$ cat src/rtl/operand_feeder.sv
// rtl/operand_feeder.sv - per-lane show-ahead operand source for the 3x3 systolic MAC array
module operand_feeder #(
  parameter int DATA_WIDTH = 32,
  parameter int N          = 3,
  parameter int M          = 3,
  parameter int K          = 3,
  localparam int NM        = (N > M) ? N : M,
  localparam int LW        = (NM > 1) ? $clog2(NM) : 1,
  localparam int IW        = (K > 1) ? $clog2(K) : 1
) (
  input  logic                    clk,
  input  logic                    rst,
  input  logic                    wr_en,
  input  logic                    wr_sel,
  input  logic [LW-1:0]           wr_lane,
  input  logic [IW-1:0]           wr_idx,
  input  logic [DATA_WIDTH-1:0]   wr_data,
  input  logic                    start,
  input  logic [N-1:0]            a_rd_en,
  input  logic [M-1:0]            b_rd_en,
  output logic [N*DATA_WIDTH-1:0] a_data,
  output logic [M*DATA_WIDTH-1:0] b_data,
  output logic                    finished,
  output logic                    busy,
  output logic                    err
);

  // Pointers must be able to hold K itself, which marks a fully consumed lane.
  localparam int PW = $clog2(K + 1);

  localparam logic [LW:0]   N_LIM = N[LW:0];
  localparam logic [LW:0]   M_LIM = M[LW:0];
  localparam logic [IW:0]   K_IDX = K[IW:0];
  localparam logic [PW-1:0] K_PTR = K[PW-1:0];

  typedef enum logic [1:0] {
    IDLE  = 2'd0,
    SERVE = 2'd1,
    DONE  = 2'd2
  } state_t;

  state_t state_q, state_d;

  logic [PW-1:0] a_ptr_q [N];
  logic [PW-1:0] a_ptr_d [N];
  logic [PW-1:0] b_ptr_q [M];
  logic [PW-1:0] b_ptr_d [M];

  logic finished_q, finished_d;
  logic busy_q, busy_d;
  logic err_q, err_d;

  // Operand storage is deliberately left out of reset so a restart replays the same data.
  logic [DATA_WIDTH-1:0] a_mem_q [N][K];
  logic [DATA_WIDTH-1:0] b_mem_q [M][K];

  logic a_wr, b_wr;
  logic lane_ok, idx_ok;
  logic all_done;

  // All lanes consumed, judged from the registered pointers only.
  always_comb begin
    all_done = 1'b1;
    for (int i = 0; i < N; i++) begin
      if (a_ptr_q[i] != K_PTR) all_done = 1'b0;
    end
    for (int j = 0; j < M; j++) begin
      if (b_ptr_q[j] != K_PTR) all_done = 1'b0;
    end
  end

  // Next-state logic: host writes, start handling, per-lane consumption and completion.
  always_comb begin
    state_d    = state_q;
    a_ptr_d    = a_ptr_q;
    b_ptr_d    = b_ptr_q;
    finished_d = finished_q;
    err_d      = err_q;
    a_wr       = 1'b0;
    b_wr       = 1'b0;

    lane_ok = wr_sel ? ({1'b0, wr_lane} < M_LIM) : ({1'b0, wr_lane} < N_LIM);
    idx_ok  = ({1'b0, wr_idx} < K_IDX);

    // Writes are only accepted while nothing is being served; bad addresses never land.
    if (wr_en) begin
      if ((state_q == SERVE) || !lane_ok || !idx_ok) begin
        err_d = 1'b1;
      end else if (wr_sel) begin
        b_wr = 1'b1;
      end else begin
        a_wr = 1'b1;
      end
    end

    case (state_q)
      IDLE, DONE: begin
        if (start) begin
          for (int i = 0; i < N; i++) a_ptr_d[i] = '0;
          for (int j = 0; j < M; j++) b_ptr_d[j] = '0;
          finished_d = 1'b0;
          state_d    = SERVE;
        end
      end
      SERVE: begin
        if (start) err_d = 1'b1;
        // Lanes advance independently; reading an exhausted lane is an underflow.
        for (int i = 0; i < N; i++) begin
          if (a_rd_en[i]) begin
            if (a_ptr_q[i] < K_PTR) a_ptr_d[i] = a_ptr_q[i] + PW'(1);
            else                    err_d = 1'b1;
          end
        end
        for (int j = 0; j < M; j++) begin
          if (b_rd_en[j]) begin
            if (b_ptr_q[j] < K_PTR) b_ptr_d[j] = b_ptr_q[j] + PW'(1);
            else                    err_d = 1'b1;
          end
        end
        if (all_done) begin
          state_d    = DONE;
          finished_d = 1'b1;
        end
      end
      default: state_d = IDLE;
    endcase

    busy_d = (state_d == SERVE);
  end

  // Control state, pointers and registered status flags.
  always_ff @(posedge clk) begin
    if (rst) begin
      state_q    <= IDLE;
      finished_q <= 1'b0;
      busy_q     <= 1'b0;
      err_q      <= 1'b0;
      for (int i = 0; i < N; i++) a_ptr_q[i] <= '0;
      for (int j = 0; j < M; j++) b_ptr_q[j] <= '0;
    end else begin
      state_q    <= state_d;
      finished_q <= finished_d;
      busy_q     <= busy_d;
      err_q      <= err_d;
      a_ptr_q    <= a_ptr_d;
      b_ptr_q    <= b_ptr_d;
    end
  end

  // Operand memory write port; a write issued with start is visible on the first read.
  always_ff @(posedge clk) begin
    if (a_wr) a_mem_q[wr_lane][wr_idx] <= wr_data;
    if (b_wr) b_mem_q[wr_lane][wr_idx] <= wr_data;
  end

  // Show-ahead lane data, forced to zero outside SERVE or once a lane is exhausted.
  always_comb begin
    a_data = '0;
    b_data = '0;
    if (state_q == SERVE) begin
      for (int i = 0; i < N; i++) begin
        if (a_ptr_q[i] < K_PTR) a_data[i*DATA_WIDTH +: DATA_WIDTH] = a_mem_q[i][a_ptr_q[i][IW-1:0]];
      end
      for (int j = 0; j < M; j++) begin
        if (b_ptr_q[j] < K_PTR) b_data[j*DATA_WIDTH +: DATA_WIDTH] = b_mem_q[j][b_ptr_q[j][IW-1:0]];
      end
    end
  end

  assign finished = finished_q;
  assign busy     = busy_q;
  assign err      = err_q;

endmodule

$ cat config.mk
export PLATFORM = sky130hd
export DESIGN_NAME = operand_feeder
export DESIGN_NICKNAME = d
export VERILOG_FILES = /design/src/rtl/operand_feeder.sv
export SDC_FILE = /design/constraint.sdc
export NUM_CORES = 1
export LEC_CHECK = 0
export ABC_AREA = 1
export CAP_MARGIN = 20
export CORE_ASPECT_RATIO = 1.75
export CORE_MARGIN = 8
export CORE_UTILIZATION = 40
export CTS_CLUSTER_DIAMETER = 30
export CTS_CLUSTER_SIZE = 24
export DETAILED_ROUTE_END_ITERATION = 10
export PLACE_DENSITY = 0.61
export SYNTH_ARGS = -nofsm -noshare
export SYNTH_HDL_FRONTEND = slang
export SYNTH_SLANG_ARGS = --single-unit
$ cat constraint.sdc
create_clock -name clk -period 3.05 [get_ports clk]
set_clock_uncertainty 0.05 [all_clocks]
set_input_delay 0.915 -clock clk [delete_from_list [all_inputs] [get_ports clk]]
set_output_delay 0.915 -clock clk [all_outputs]
set_load 0.02 [all_outputs]
# After elaboration in Yosys (flattened, before gate mapping)
# Memory sizes are Yosys's and may differ from the RTL's.
# Index checks and enable logic that the tools add are counted.
[classes]
add_sub_neg = 6
mul = 0
div = 0
n_lt_le_gt_ge = 16
eq_ne = 23
shift = 0
muxes = 82
bitwise_logic = 7
n_reduce_logical = 15
[op_table]
columns = ["cell", "n"]
rows = [
  ["two-way mux 32 bit", 19],
  ["binary-select mux 32 bit (select 2 bit)", 6],
  ["two-way mux 96 bit", 4],
  ["demux 32 bit (select 2 bit)", 1],
  ["two-way mux 1 bit", 33],
  ["two-way mux 2 bit", 14],
  ["!= test 2 bit, second input constant", 14],
  ["case mux 6 bit (2 select lines)", 2],
  ["AND reduction 4 bit", 6],
  ["greater-or-equal comparator 3 bit, second input constant", 7],
  ["NOT 2 -> 3 bit", 7],
  ["less-than comparator 2 bit, second input constant", 8],
  ["adder 2 x 1 -> 2 bit, second input constant", 6],
  ["!= test 2 x 1 -> 1 bit, second input constant", 6],
  ["two-way mux 6 bit", 1],
  ["== test 2 x 1 -> 1 bit, second input constant", 2],
  ["case mux 2 bit (2 select lines)", 1],
  ["less-than comparator 3 x 1 -> 1 bit, second input constant", 1],
  ["AND reduction 3 bit", 1],
  ["== test 2 bit, second input constant", 1],
  ["logical NOT 1 bit", 2],
  ["logical NOT 2 bit", 1],
  ["logical OR 1 bit", 2],
  ["case mux 1 bit (2 select lines)", 1],
  ["other kinds (3)", 3],
]
[word_totals]
reg_bits = 17
latchBits = 0
ramBits = 576
romBits = 0
memories = 2
[memory_table]
columns = ["memory", "depth", "word_bits", "rd", "rd_clocked_by_memory_dff", "wr", "line", "rtl"]
rows = [
  ["a_mem_q", 3, 96, 3, 0, 1, "54", "logic [DATA_WIDTH-1:0] a_mem_q [N][K];"],
  ["b_mem_q", 3, 96, 3, 0, 1, "55", "logic [DATA_WIDTH-1:0] b_mem_q [M][K];"],
]

# Depth between registers and ports, before layout
[logic_depth]
depth_word = 21
ltp_mapped = 7

# Worst setup path before layout
# OpenSTA, ideal clock, no wires.
[synth_path]
kind = "input -> register"
from = "input wr_idx[0]"
to = "memory a_mem_q[0][0] (netlist name) (enable)"
t_arrival_ns = 2.740
required_time_ns = 2.579
setup_slack_ns = -0.161
cell_stages = 5
path_cell_list = "nand2_1 -> nand3_1 -> nor2_4 -> nand4_1 -> nor2_1"
[synth_between]
elab_chain_len = 7
[synth_rtl]
columns = ["item", "line", "rtl"]
rows = [
  ["start, declared", "16", "input logic [IW-1:0] wr_idx,"],
  ["less-than comparator 2 bit", "83", "idx_ok = ({1'b0, wr_idx} < K_IDX);"],
  ["logical NOT 1 bit", "87", "if ((state_q == SERVE) || !lane_ok || !idx_ok) begin"],
  ["logical OR 1 bit", "87", ""],
  ["two-way mux 1 bit", "87", ""],
  ["two-way mux 1 bit", "86", "if (wr_en) begin"],
  ["two-way mux 1 bit", "152", "if (a_wr) a_mem_q[wr_lane][wr_idx] <= wr_data;"],
  ["two-way mux 96 bit (not written as such) *", "152", ""],
  ["end, declared", "54", ""],
]
# Every way passes the cells marked *; elsewhere a longest branch is shown, timed or not.

# Worst setup path in the final report
[layout_path]
from = "register a_ptr_q[2] (netlist name)"
to = "output a_data[45]"
[layout_between]
elab_chain_len = 6
[layout_rtl]
columns = ["item", "line", "rtl"]
rows = [
  ["start, declared", "44", "logic [PW-1:0] a_ptr_q [N];"],
  ["start signal, assigned", "145", "a_ptr_q <= a_ptr_d;"],
  ["NOT 2 -> 3 bit (not written as such)", "162", "if (a_ptr_q[i] < K_PTR) a_data[i*DATA_WIDTH +: DATA_WIDTH] = a_mem_q[i][a_ptr_q[i][IW-1:0]];"],
  ["binary-select mux 32 bit (select 2 bit)", "162", ""],
  ["two-way mux 32 bit (not written as such) (2 in series)", "162", ""],
  ["two-way mux 32 bit *", "162", ""],
  ["two-way mux 96 bit *", "160", "if (state_q == SERVE) begin"],
  ["end, declared", "21", "output logic [N*DATA_WIDTH-1:0] a_data,"],
]
# Every way passes the cells marked *; elsewhere a longest branch is shown, timed or not. The select of a mux whose other input is x is not followed.

==> flow_summary_export.csv <==
group,metric,value,unit
setup_path,cp_top_family,"buffers and inverters",
global_routing,grt_max_degree,66,
timing,setup_tns,0,ns
global_routing,met1_usage,24.8,%
finish,nFillCells,5030,
global_routing,grt_pass1_wl,99800,um
clock_tree,post_cts_buffers,0,
finish,fin_nets,2188,
timing,rsz0062_at_grt,"yes",
placement,dpl.cell_count,2817,
setup_path,crit_path_max_fanout,26,
clock_tree,numCtsBuffers,79,
setup_path,cp_slowest_cell,"dfxtp_2",
timing,hold_viol,0,
finish,area_delta_synth_final,27.9,%
timing,slew-limit-headroom,58.2,%
placement,dpl_cell_area,27400,sq um
logic_synthesis,syn_area,23300,sq um
logic_synthesis,yosysWarnings,0,
clock_tree,clk_latency,0.59,ns
hold_path,hold_class,"reg -> reg",
setup_path,startpoint_type,"flip-flop",
logic_synthesis,seq_area_frac_synth,75.6,%
global_routing,grt_pass1_vias,15800,
clock_tree,tritoncts,"done",
setup_path,path_buf_inv,4,
clock_tree,clkTransAtPathRegs,0.05,ns
clock_tree,htreeDepth,3,
power_and_ir_drop,power.leakage,0.0105,uW
flow_run,max_cap_viol_count,0,
finish,final_common_cell,"edfxtp_1",
setup_path,cp.arrival,2.04,ns
setup_path,crit_start,"a_ptr_q[2]",
setup_path,critPathMaxStageDelay,0.35,ns
timing,tightest_slew,0.624,ns
global_routing,grt_util_met2,34.9,%
finish,drive_gt1_share,24.6,%
global_routing,use_met3,3.94,%
detailed_routing,first_pass_iters,5,
timing,holdWs,0.444,ns
logic_synthesis,postSynthAreaPerCell,12.7,sq um
setup_path,r2r_slack,0.81,ns
detailed_routing,drt_wl_total,69200,um
floorplanning,die_h,336,um
finish,fin_cells,2972,
finish,stdcell_area,29900,sq um
floorplanning,start_util,40.3,%
finish,final_cell_mix,"edfxtp_1, nor2_1, nand3_1",
placement,gp_congestion,0.803,
floorplanning,core_area,58000,sq um
setup_path,required,2.08,ns
global_routing,antenna_found_initial,5,
logic_synthesis,synth_seq_cells,593,
global_routing,grt_busiest_layer,"met2",
timing,maxSlewViolCount,0,
timing,setup_viol,0,
clock_tree,clockBufferDepth,3,
placement,dp_hpwl,40400,um
timing,fmaxAchievable,0.332,GHz
logic_synthesis,ys_types,23,
timing,period_share,98.7,%
floorplanning,io_pins,242,
hold_path,hold_start,"finished",
setup_path,r2r_start,"state_q[1]",
setup_path,critPathCaptureType,"primary output",
floorplanning,dieArea,66600,sq um
detailed_routing,first_iter_violations,1178,
setup_path,cp_common_cell,"buf_12",
power_and_ir_drop,power.density,660,nW/um^2
finish,fin_util,51.5,%
global_routing,gr-total-overflow,0,
clock_tree,cts_root_buffer,"clkbuf_16",
detailed_routing,vias,15700,
setup_path,cp_cell_sequence,"buf_12 -> inv_2 -> buf_12 -> o21ai_0 -> a21oi_1 -> buf_2",
detailed_routing,via_per_inst,5.29,
clock_tree,holdBufCountCts,0,
detailed_routing,ant_nets,0,
detailed_routing,wl_per_cell,23.3,um
detailed_routing,drc,0,
logic_synthesis,syn_nets,1891,
floorplanning,num_rows,117,
setup_path,critPathKind,"reg -> out",
power_and_ir_drop,irDropWorstVdd,0.000492,V
run_status,run_status,"finished, final reports clean",
placement,portBuffers,241,
timing,period_minus_slack,3.01,ns
logic_synthesis,netlist_instances,1838,
clock_tree,cts_sinks,593,
floorplanning,die_w,199,um
global_routing,track_usage,20.3,%
flip-flops by register name, indices dropped and copies added, names as in the netlist:
signal    flops
a_mem_q     288
state_q       2
finished      1
a_ptr_q       6
b_mem_q     288
b_ptr_q       6
busy          1
err           1
layout make-up:
cell class	instances	area (sq um)	area share (%)
clock inverters	58	649	2.18
well taps	773	967	3.24
diodes	1	2.50	0.00838
inverters	25	109	0.365
repair buffers	350	3150	10.6
clock buffers	86	2050	6.85
flip-flops and latches	593	17700	59.1
multi-input cells	1086	5270	17.7
synth_stat cells, drive strengths merged:
cell | count | share of area [%]
or2 | 5 | 0.13
edfxtp | 576 | 74
dfxtp | 17 | 1.5
a21oi | 206 | 4.4
nor3 | 1 | 0.021
nand3 | 197 | 4.2
nand2 | 40 | 0.65
and2 | 1 | 0.027
buf | 70 | 1.7
inv | 25 | 0.40
o21ai | 197 | 4.2
nor2 | 415 | 6.7
ha | 6 | 0.32
nand4 | 16 | 0.43
clkbuf | 64 | 1.0
a31oi | 2 | 0.054
cells by family after synthesis:
kind of cell	count (synthesis)	share of synthesized area [%]
compound gates	405	8.70
fa+ha+maj	6	0.322
buf+inv	159	3.17
flops	593	75.6
simple gates	675	12.2
stage by stage:
stage,setup WS [ns],total power [uW]
finish,0.0402,19700
global route,-0.0234,20200
CTS,-0.0567,19900
detailed placement,-0.0466,10700
global placement,-0.0275,10700
floorplan,-0.161,9820
power breakdown:
part           leakage [uW]  total (uW)  internal (uW)  switching, uW
sequential          0.00533        8990           8970           18.3
combinational       0.00383        1490            476           1010
clock               0.00131        9220           5530           3680
total                0.0105       19700          15000           4710
worst reg2reg max path, stage by stage, from the launching register on:
cell and delay, ns:
dfxtp_1 0.36, inv_2 0.06, nand2_4 0.13, buf_4 0.16
nand3_1 0.13, nor2_4 0.17, nand4_1 0.33, nor2_2 0.25
buf_12 0.23
layer usage:
layer / vias to the layer above / share of wire (%) / wire length [um]
met5: - / 0.017 / 12
met4: 2 / 3.1 / 2150
met3: 90 / 6.2 / 4280
met2: 515 / 51 / 35000
met1: 7822 / 40 / 27700
li1: 7282 / - / -
final timing paths:
check / to / cells past startpoint
hold reg to reg: finished / 2
setup / recovery: a_data[45] / 6
hold / removal: finished / 2
setup reg to reg: b_mem_q[1][53] / 8
what timing repair did:
action	4_1_cts	5_1_grt
resized for setup	795	102
cloned	6	4
pin swaps	7	2
endpoints found under the setup margin	191	94
Note: power is estimated with default switching activity, not from simulation.
